`config.mk`:
```
export PLATFORM = sky130hd
export DESIGN_NAME = nbody_2x2_scheduler
export DESIGN_NICKNAME = d
export VERILOG_FILES = /design/src/rtl/nbody_sched_pkg.sv /design/src/rtl/nbody_lane_delay.sv /design/src/rtl/nbody_2x2_scheduler.sv
export SDC_FILE = /design/constraint.sdc
export NUM_CORES = 1
export LEC_CHECK = 0
export BUFFER_PORTS_ARGS = -buffer_cell sky130_fd_sc_hd__buf_2
export CORE_ASPECT_RATIO = 1.75
export CORE_MARGIN = 3
export CORE_UTILIZATION = 61
export CTS_CLUSTER_DIAMETER = 200
export CTS_CLUSTER_SIZE = 20
export DETAILED_ROUTE_END_ITERATION = 8
export HOLD_SLACK_MARGIN = 0.08
export PLACE_DENSITY = 0.85
export SLEW_MARGIN = 20
export SYNTH_ARGS = -nofsm -noshare
export SYNTH_HDL_FRONTEND = slang
export SYNTH_HIERARCHICAL = 1
export SYNTH_SLANG_ARGS = --single-unit
```
`constraint.sdc`:
```
create_clock -name clk -period 3.6 [get_ports clk]
set_input_delay 0.54 -clock clk [delete_from_list [all_inputs] [get_ports clk]]
set_output_delay 0.54 -clock clk [all_outputs]
set_load 0.1 [all_outputs]
```
`src/rtl/nbody_sched_pkg.sv`:
```
// Shared types and helpers for the 2x2 n-body sequencing controller.
package nbody_sched_pkg;

    typedef enum logic [2:0] {
        S_IDLE  = 3'd0,
        S_CLR   = 3'd1,
        S_FEED  = 3'd2,
        S_DRAIN = 3'd3,
        S_INTEG = 3'd4,
        S_DONE  = 3'd5
    } sched_state_t;

    // Number of 2x2 tiles walked per step: the full M x M grid, or only
    // the upper triangle (diagonal included) when symmetry is exploited.
    function automatic int tile_count(input int n_bodies, input bit symm);
        int m;
        m = n_bodies / 2;
        return symm ? (m * (m + 1)) / 2 : m * m;
    endfunction

endpackage

```
`src/rtl/nbody_lane_delay.sv`:
```
// Fixed-latency shift register carrying {vld, i_idx, j_idx} for one array
// lane, so the accumulator strobes line up with the array output.
module nbody_lane_delay #(
    parameter int LAT   = 2,
    parameter int IDX_W = 2
) (
    input  logic             clk,
    input  logic             rst_n,
    input  logic             en_i,
    input  logic             vld_i,
    input  logic [IDX_W-1:0] i_idx_i,
    input  logic [IDX_W-1:0] j_idx_i,
    output logic             vld_o,
    output logic [IDX_W-1:0] i_idx_o,
    output logic [IDX_W-1:0] j_idx_o
);

    localparam int W = 1 + 2 * IDX_W;

    logic [W-1:0] pipe_q [LAT];

    // Shift when enabled; a synchronous clear empties every stage.
    always_ff @(posedge clk) begin
        if (!rst_n) begin
            for (int k = 0; k < LAT; k++) begin
                pipe_q[k] <= '0;
            end
        end else if (en_i) begin
            pipe_q[0] <= {vld_i, i_idx_i, j_idx_i};
            for (int k = 1; k < LAT; k++) begin
                pipe_q[k] <= pipe_q[k-1];
            end
        end
    end

    assign {vld_o, i_idx_o, j_idx_o} = pipe_q[LAT-1];

endmodule

```
`src/rtl/nbody_2x2_scheduler.sv`:
```
// Step sequencer for the 2x2 systolic n-body array and Verlet integrator.
// Build option: define NBODY_SCHED_SYMM_EN to issue only upper-triangle
// tiles (bj >= bi); otherwise every tile of the interaction matrix is issued.
module nbody_2x2_scheduler
    import nbody_sched_pkg::*;
#(
    parameter int N_BODIES = 4,
    parameter int ARR_LAT  = 2,
    parameter int IDX_W    = $clog2(N_BODIES),
    parameter int STEP_W   = 16
) (
    input  logic              clk,
    input  logic              rst_n,
    input  logic              start,
    input  logic              hold,
    input  logic [STEP_W-1:0] n_steps,
    output logic              busy,
    output logic              done,
    output logic [STEP_W-1:0] step_cnt,
    output logic              acc_clr,
    output logic [1:0]        feed_vld,
    output logic [IDX_W-1:0]  feed_i_idx0,
    output logic [IDX_W-1:0]  feed_i_idx1,
    output logic [IDX_W-1:0]  feed_j_idx0,
    output logic [IDX_W-1:0]  feed_j_idx1,
    output logic [1:0]        acc_vld,
    output logic [IDX_W-1:0]  acc_i_idx0,
    output logic [IDX_W-1:0]  acc_i_idx1,
    output logic [IDX_W-1:0]  acc_j_idx0,
    output logic [IDX_W-1:0]  acc_j_idx1,
    output logic              integ_vld,
    output logic [IDX_W-1:0]  integ_idx
);

`ifdef NBODY_SCHED_SYMM_EN
    localparam bit SYMM = 1'b1;
`else
    localparam bit SYMM = 1'b0;
`endif

    localparam int M  = N_BODIES / 2;
    localparam int T  = tile_count(N_BODIES, SYMM);
    localparam int TW = $clog2(T + 1);
    localparam int DW = $clog2(ARR_LAT + 1);

    sched_state_t      state_q, state_d;
    logic [STEP_W-1:0] n_steps_q, n_steps_d;
    logic [STEP_W-1:0] step_q, step_d;
    logic [TW-1:0]     t_q, t_d;
    logic [IDX_W-1:0]  bi_q, bi_d, bj_q, bj_d;       // tile on lane 0
    logic [IDX_W-1:0]  l1_bi_q, l1_bi_d, l1_bj_q, l1_bj_d; // previous tile, lane 1
    logic [DW-1:0]     drain_q, drain_d;
    logic [IDX_W-1:0]  integ_q, integ_d;

    logic lane0_vld, lane1_vld;

    // Next-state and counter logic; lane validity follows the one-cycle skew.
    always_comb begin
        state_d   = state_q;
        n_steps_d = n_steps_q;
        step_d    = step_q;
        t_d       = t_q;
        bi_d      = bi_q;
        bj_d      = bj_q;
        l1_bi_d   = l1_bi_q;
        l1_bj_d   = l1_bj_q;
        drain_d   = drain_q;
        integ_d   = integ_q;
        lane0_vld = 1'b0;
        lane1_vld = 1'b0;
        case (state_q)
            S_IDLE: begin
                if (start) begin
                    step_d = '0;
                    if (n_steps == '0) begin
                        state_d = S_DONE;
                    end else begin
                        n_steps_d = n_steps;
                        state_d   = S_CLR;
                    end
                end
            end
            S_CLR: begin
                t_d     = '0;
                bi_d    = '0;
                bj_d    = '0;
                state_d = S_FEED;
            end
            S_FEED: begin
                lane0_vld = (t_q < TW'(T));
                lane1_vld = (t_q != '0);
                l1_bi_d   = bi_q;
                l1_bj_d   = bj_q;
                if (lane0_vld) begin
                    if (bj_q == IDX_W'(M - 1)) begin
                        bi_d = bi_q + 1'b1;
                        bj_d = SYMM ? bi_q + 1'b1 : '0;
                    end else begin
                        bj_d = bj_q + 1'b1;
                    end
                end
                if (t_q == TW'(T)) begin
                    drain_d = '0;
                    state_d = S_DRAIN;
                end else begin
                    t_d = t_q + 1'b1;
                end
            end
            S_DRAIN: begin
                if (drain_q == DW'(ARR_LAT - 1)) begin
                    integ_d = '0;
                    state_d = S_INTEG;
                end else begin
                    drain_d = drain_q + 1'b1;
                end
            end
            S_INTEG: begin
                if (integ_q == IDX_W'(N_BODIES - 1)) begin
                    step_d  = step_q + 1'b1;
                    state_d = (step_d < n_steps_q) ? S_CLR : S_DONE;
                end else begin
                    integ_d = integ_q + 1'b1;
                end
            end
            S_DONE: begin
                state_d = S_IDLE;
            end
            default: begin
                state_d = S_IDLE;
            end
        endcase
    end

    // State register: reset dominates, hold freezes everything.
    always_ff @(posedge clk) begin
        if (!rst_n) begin
            state_q   <= S_IDLE;
            n_steps_q <= '0;
            step_q    <= '0;
            t_q       <= '0;
            bi_q      <= '0;
            bj_q      <= '0;
            l1_bi_q   <= '0;
            l1_bj_q   <= '0;
            drain_q   <= '0;
            integ_q   <= '0;
        end else if (!hold) begin
            state_q   <= state_d;
            n_steps_q <= n_steps_d;
            step_q    <= step_d;
            t_q       <= t_d;
            bi_q      <= bi_d;
            bj_q      <= bj_d;
            l1_bi_q   <= l1_bi_d;
            l1_bj_q   <= l1_bj_d;
            drain_q   <= drain_d;
            integ_q   <= integ_d;
        end
    end

    // Idle lanes present index 0 so no out-of-range tile index escapes.
    assign feed_i_idx0 = lane0_vld ? (bi_q << 1) : '0;
    assign feed_j_idx0 = lane0_vld ? (bj_q << 1) : '0;
    assign feed_i_idx1 = lane1_vld ? ((l1_bi_q << 1) | IDX_W'(1)) : '0;
    assign feed_j_idx1 = lane1_vld ? ((l1_bj_q << 1) | IDX_W'(1)) : '0;

    assign feed_vld  = {lane1_vld, lane0_vld} & {2{~hold}};
    assign acc_clr   = (state_q == S_CLR) & ~hold;
    assign integ_vld = (state_q == S_INTEG) & ~hold;
    assign integ_idx = (state_q == S_INTEG) ? integ_q : '0;
    assign done      = (state_q == S_DONE) & ~hold;
    assign busy      = (state_q != S_IDLE);
    assign step_cnt  = step_q;

    logic acc_vld0_raw, acc_vld1_raw;

    nbody_lane_delay #(.LAT(ARR_LAT), .IDX_W(IDX_W)) u_delay0 (
        .clk     (clk),
        .rst_n   (rst_n),
        .en_i    (~hold),
        .vld_i   (lane0_vld),
        .i_idx_i (feed_i_idx0),
        .j_idx_i (feed_j_idx0),
        .vld_o   (acc_vld0_raw),
        .i_idx_o (acc_i_idx0),
        .j_idx_o (acc_j_idx0)
    );

    nbody_lane_delay #(.LAT(ARR_LAT), .IDX_W(IDX_W)) u_delay1 (
        .clk     (clk),
        .rst_n   (rst_n),
        .en_i    (~hold),
        .vld_i   (lane1_vld),
        .i_idx_i (feed_i_idx1),
        .j_idx_i (feed_j_idx1),
        .vld_o   (acc_vld1_raw),
        .i_idx_o (acc_i_idx1),
        .j_idx_o (acc_j_idx1)
    );

    assign acc_vld = {acc_vld1_raw, acc_vld0_raw} & {2{~hold}};

endmodule
```
# Yosys cells after proc, flatten, opt, wreduce, memory -nomap -nowiden
# Memory sizes are Yosys's and may differ from the RTL's.
# Index checks and enable logic that the tools add are counted.
[op_classes]
n_lt_le_gt_ge = 2
n_eq_ne = 18
muxes = 39
reduce_logical = 17
bitwise_logic = 11
addsub = 6
[op_table]
columns = ["op", "count"]
rows = [
  ["16-bit two-way mux", 2],
  ["16-bit case mux with 2 select lines", 1],
  ["2-bit two-way mux", 13],
  ["3-bit two-way mux", 7],
  ["5-bit two-way mux", 4],
  ["4-bit AND reduction", 5],
  ["2-bit != test, second input constant", 9],
  ["16-bit by 1-bit adder with 16-bit output, second input constant", 1],
  ["16-bit zero test", 1],
  ["16-bit < comparator", 1],
  ["2-bit case mux with 2 select lines", 4],
  ["3-bit case mux with 5 select lines", 1],
  ["3-bit equality test, second input constant", 3],
  ["2-bit by 1-bit adder with 2-bit output, second input constant", 4],
  ["2-bit nonzero test", 4],
  ["3-bit by 2-bit equality test with 1-bit output, second input constant", 2],
  ["1-bit two-way mux", 6],
  ["3-bit case mux with 2 select lines", 1],
  ["3-bit AND reduction", 2],
  ["3-bit nonzero test", 2],
  ["5-bit AND reduction", 1],
  ["2-bit AND", 2],
  ["2-bit by 1-bit equality test with 1-bit output, second input constant", 2],
  ["1-bit bitwise OR", 4],
  ["8 further kinds", 11],
]
[word_totals]
ff_bits = 48
in_bits = 20
mem_bits_rw = 20
wordCells = 105
out_inout_bits = 42
memories = 2
[mem_list]
columns = ["memory", "depth", "width", "rd", "rd_ports_with_merged_regs", "write_ports", "line_no", "rtl"]
rows = [
  ["u_delay0.pipe_q", 2, 5, 2, 0, 2, "nbody_lane_delay.sv:20", "logic [W-1:0] pipe_q [LAT];"],
  ["u_delay1.pipe_q", 2, 5, 2, 0, 2, "nbody_lane_delay.sv:20", ""],
]

# Logic depth before layout (Yosys ltp)
[depth]
word_depth = 5
depth_mapped = 10
depth_no_buf = 10

# Cells and area by module
# The synthesis kept the hierarchy.
[modules_own_cells]
columns = ["mod", "instances", "area_per_inst_um2", "cells_per_inst"]
rows = [
  ["nbody_2x2_scheduler", 1, 2987.9, 361],
  ["nbody_lane_delay", 2, 415.4, 27],
]

# Worst setup path before layout
# No wires, ideal clock.
[synth_timing]
kind = "in2out"
from = "input port hold"
to = "output port done"
setup_slack_ns = -0.683
n_path_buf = 2
arrival_ns = 3.743
path_stages = 3
required_ns = 3.060
path_cell_list = "clkbuf_1 > clkbuf_1 > nor4_1"
[synth_between]
elab_chain_cells = 2
[synth_rtl]
columns = ["element", "line_no", "rtl"]
rows = [
  ["start: declaration", "nbody_2x2_scheduler.sv:15", "input logic hold,"],
  ["1-bit NOT (no line)", "-", ""],
  ["1-bit AND", "nbody_2x2_scheduler.sv:171", "assign done = (state_q == S_DONE) & ~hold;"],
  ["end: declaration", "nbody_2x2_scheduler.sv:18", "output logic done,"],
]
# Every way passes these cells.

# Worst setup path after layout
[layout_timing]
from = "register state_q[1]"
to = "output port feed_j_idx1[1]"
[layout_between]
elab_chain_cells = 3
[layout_rtl]
columns = ["element", "line_no", "rtl"]
rows = [
  ["start: declaration", "nbody_2x2_scheduler.sv:46", "sched_state_t state_q, state_d;"],
  ["start signal: assignment", "nbody_2x2_scheduler.sv:148", "state_q <= state_d;"],
  ["3-bit by 2-bit equality test with 1-bit output", "nbody_2x2_scheduler.sv:71", "case (state_q)"],
  ["1-bit two-way mux", "nbody_2x2_scheduler.sv:71", ""],
  ["2-bit two-way mux", "nbody_2x2_scheduler.sv:165", "assign feed_j_idx1 = lane1_vld ? ((l1_bj_q << 1) | IDX_W'(1)) : '0;"],
  ["end: declaration", "nbody_2x2_scheduler.sv:25", "output logic [IDX_W-1:0] feed_j_idx1,"],
]
# Every way passes these cells.

==> results.yml <==
outcome:
  outcome: "finished clean"
final_layout:
  layout_commonest_cell: "buf_2"
  area_delta_synth_final_pct: 12.2
  mostFrequentLayoutCells: "59 x buf_2, 47 x dfxtp_1, 30 x nor2b_1"
  diodes: 0
  finalNetCount: 498
  seq_area_mm2: 0.00154
  multiInputGateArea_mm2: 0.00200
  drive_gt1_share_pct: 18.6
  nFillCells: 444
global_routing:
  grt_pass1_wl_um: 14400
  grt_pass1_vias: 3147
  grt_max_degree: 56
  antenna_found_initial: 0
  grt-ovfl-total: 0
  track_usage_pct: 25.5
logic_synthesis:
  seq_area_frac_synth_pct: 40.4
  yosysUniqueCellTypes: 52
  synthDominantCellAreaShare_pct: 24.6
  yosysWarnings: 6
  synth_edf_count: 20
  synth-main-ff-cell: "dfxtp_1"
  async_flop_share_pct: 0
  synth-seq-cells: 67
  synth_area_leaders: "dfxtp_1 25%, edfxtp_1 16%, ha_1 6.6%"
  netlist_area_mm2: 0.00382
  syn_area_per_cell_um2: 9.20
  synth_top_cell_by_area: "dfxtp_1"
  syn_inst: 415
cts:
  path_clk_slew_ps: 70
  cts.sinks: 67
  hold_buffers: 0
  h-tree-depth: 3
  clock_path_buffers: 2
  cts_root_buffer: "clkbuf_8"
  cts_tree: "yes"
  cts_made_buffers: 9
  postCtsResizedCells: 0
  clock_latency_ps: 360
  postCtsSetupBuffers: 0
critical_path:
  critPathLaunchType: "register"
  crit_type: "reg2out"
  required_ps: 3060
  slowest_delay_ps: 620
  cp_max_fo: 15
  cp_cell_sequence: "or3b_1 > a21oi_1 > and2_1 > buf_2"
  cp_data_arrival_time_ps: 2630
  critPathCaptureType: "output port"
  cpMaxStageDelayCell: "dfxtp_1"
detailed_routing:
  dr_total_vias: 3112
  postRouteAntennaNets: 0
  firstDrtPassIters: 4
  wire_per_inst_um: 15.5
  vias_per_cell: 5.75
  drc_errors: 0
  routed_wl_um: 8380
  first_iter_violations: 209
sta:
  max_freq_mhz: 315
  clock_skew_ps: 6.34
  grt_setup_unrepaired: "false"
  period_needed_ps: 3170
  hold_ws_ps: 451
  setup_tns_ps: 0
  relSlewSlack_pct: 45.8
  finalHoldViolCount: 0
  period_share_pct: 88.1
  drv_slew: 0
  setup_viol: 0
  worst_pin_slew_ps: 813
pwr:
  power.switching_mw: 0.530
  peakVddDrop_uv: 353
  power_leakage_nw: 1.95
  p_int_mw: 1.35
  switching_share_pct: 28.2
  p_comb_share_pct: 16.3
  seqPwrFrac_pct: 44.3
  power_density_mw_per_mm2: 439
  clkPwrFrac_pct: 39.4
floorplanning:
  die_h_um: 111
  start_util_pct: 63.9
  io_pins: 62
  row_count: 37
  fp.dieW_um: 65.8
  die_area_mm2: 0.00728
  fp.coreArea_mm2: 0.00597
hold_path:
  hold_class: "in2reg"
flow_run:
  max_cap_violations: 0
placement:
  portBuffers: 59
  place_congestion: 0.854
  place_hpwl_um: 6150
-- per-layer routing --
layer	GRT usage, %	vias to the layer above	share of wire (%)
li1	-	1541	-
met1	27.4	1433	38
met2	44.4	111	53
met3	6.09	27	5.3
met4	13.3	0	4.0
met5	0	-	0
-- registers in the layout (all words and copies together), names as in the netlist --
register         count
u_delay1/pipe_q     10
l1_bj_q              1
integ_q              2
bj_q                 2
step_cnt            16
n_steps_q           16
u_delay0/pipe_q     10
t_q                  3
state_q              3
bi_q                 1
l1_bi_q              1
drain_q              2
-- per-stage QoR --
| stage | util, % | power, mW | setup WS [ps] | instances | cell area (um2) |
|---|---|---|---|---|---|
| 2_1_floorplan | - | 1.10 | -7.54 | 418 | 3840 |
| 3_3_place_gp | 67.9 | 1.15 | 931 | 525 | 4050 |
| 3_5_place_dp | 67.9 | 1.15 | 841 | 525 | 4050 |
| 4_1_cts | 71.8 | 1.89 | 441 | 541 | 4290 |
| 5_1_grt | 71.8 | 1.96 | 247 | 541 | 4290 |
| 6_report | 71.8 | 1.88 | 428 | 541 | 4290 |
-- kinds of logic (layout without fill, tap and decap cells) --
kind of cell / count (synthesis) / after routing / share of synthesized area (%)
simple gates: 172 / 172 / 25.7
flops: 67 / 67 / 40.4
compound gates: 61 / 61 / 10.8
buf+inv: 58 / 103 / 7.63
fa+ha+maj: 20 / 20 / 6.55
mux: 20 / 20 / 5.24
xor+xnor: 16 / 16 / 3.67
other cells: 1 / 4 / 0.0982
-- Yosys cell counts, drive strengths merged (13+ instances only) --
library cell and instances:
nand3 20, mux2i 20, dfxtp 47, buf 25, and3 23, a21oi 13
nor2b 30, o21ai 15, inv 25, nor2 19, nand2 25, edfxtp 20
ha 20
-- worst max-delay path, delay by kind of cell (launching register included) --
kind / cells / cell delay [ps]
AOI/OAI and AO/OA: 1 / 460
buffers and inverters: 1 / 430
DFF: 1 / 620
and+or+nand+nor: 2 / 760
-- final cells by class --
class,instances,share of cell area (%)
multi-input cells,293,46.7
repair buffers,62,7.42
clock buffers,10,2.98
inverters,25,2.19
well taps,78,2.28
clock inverters,6,2.42
flip-flops and latches,67,36.0
-- power by group through the flow --
stage	clock network (mW)	logic, mW	registers [mW]
after floorplan	0	0.270	0.834
after global placement	0	0.298	0.847
after detailed placement	0	0.304	0.850
after CTS	0.748	0.306	0.833
after global routing	0.789	0.331	0.838
final	0.741	0.306	0.833
-- path summary, 6_finish.rpt --
check / startpoint / endpoint / slack [ps] / depth (start not counted)
worst max register to register: step_cnt[0] / state_q[2] / 960 / 10
worst max-delay path: state_q[1] / feed_j_idx1[1] / 430 / 4
worst min register to register: drain_q[1] / drain_q[1] / 480 / 2
worst min-delay path: n_steps[1] / n_steps_q[1] / 450 / 3
Note: power is estimated with default switching activity, not from simulation.
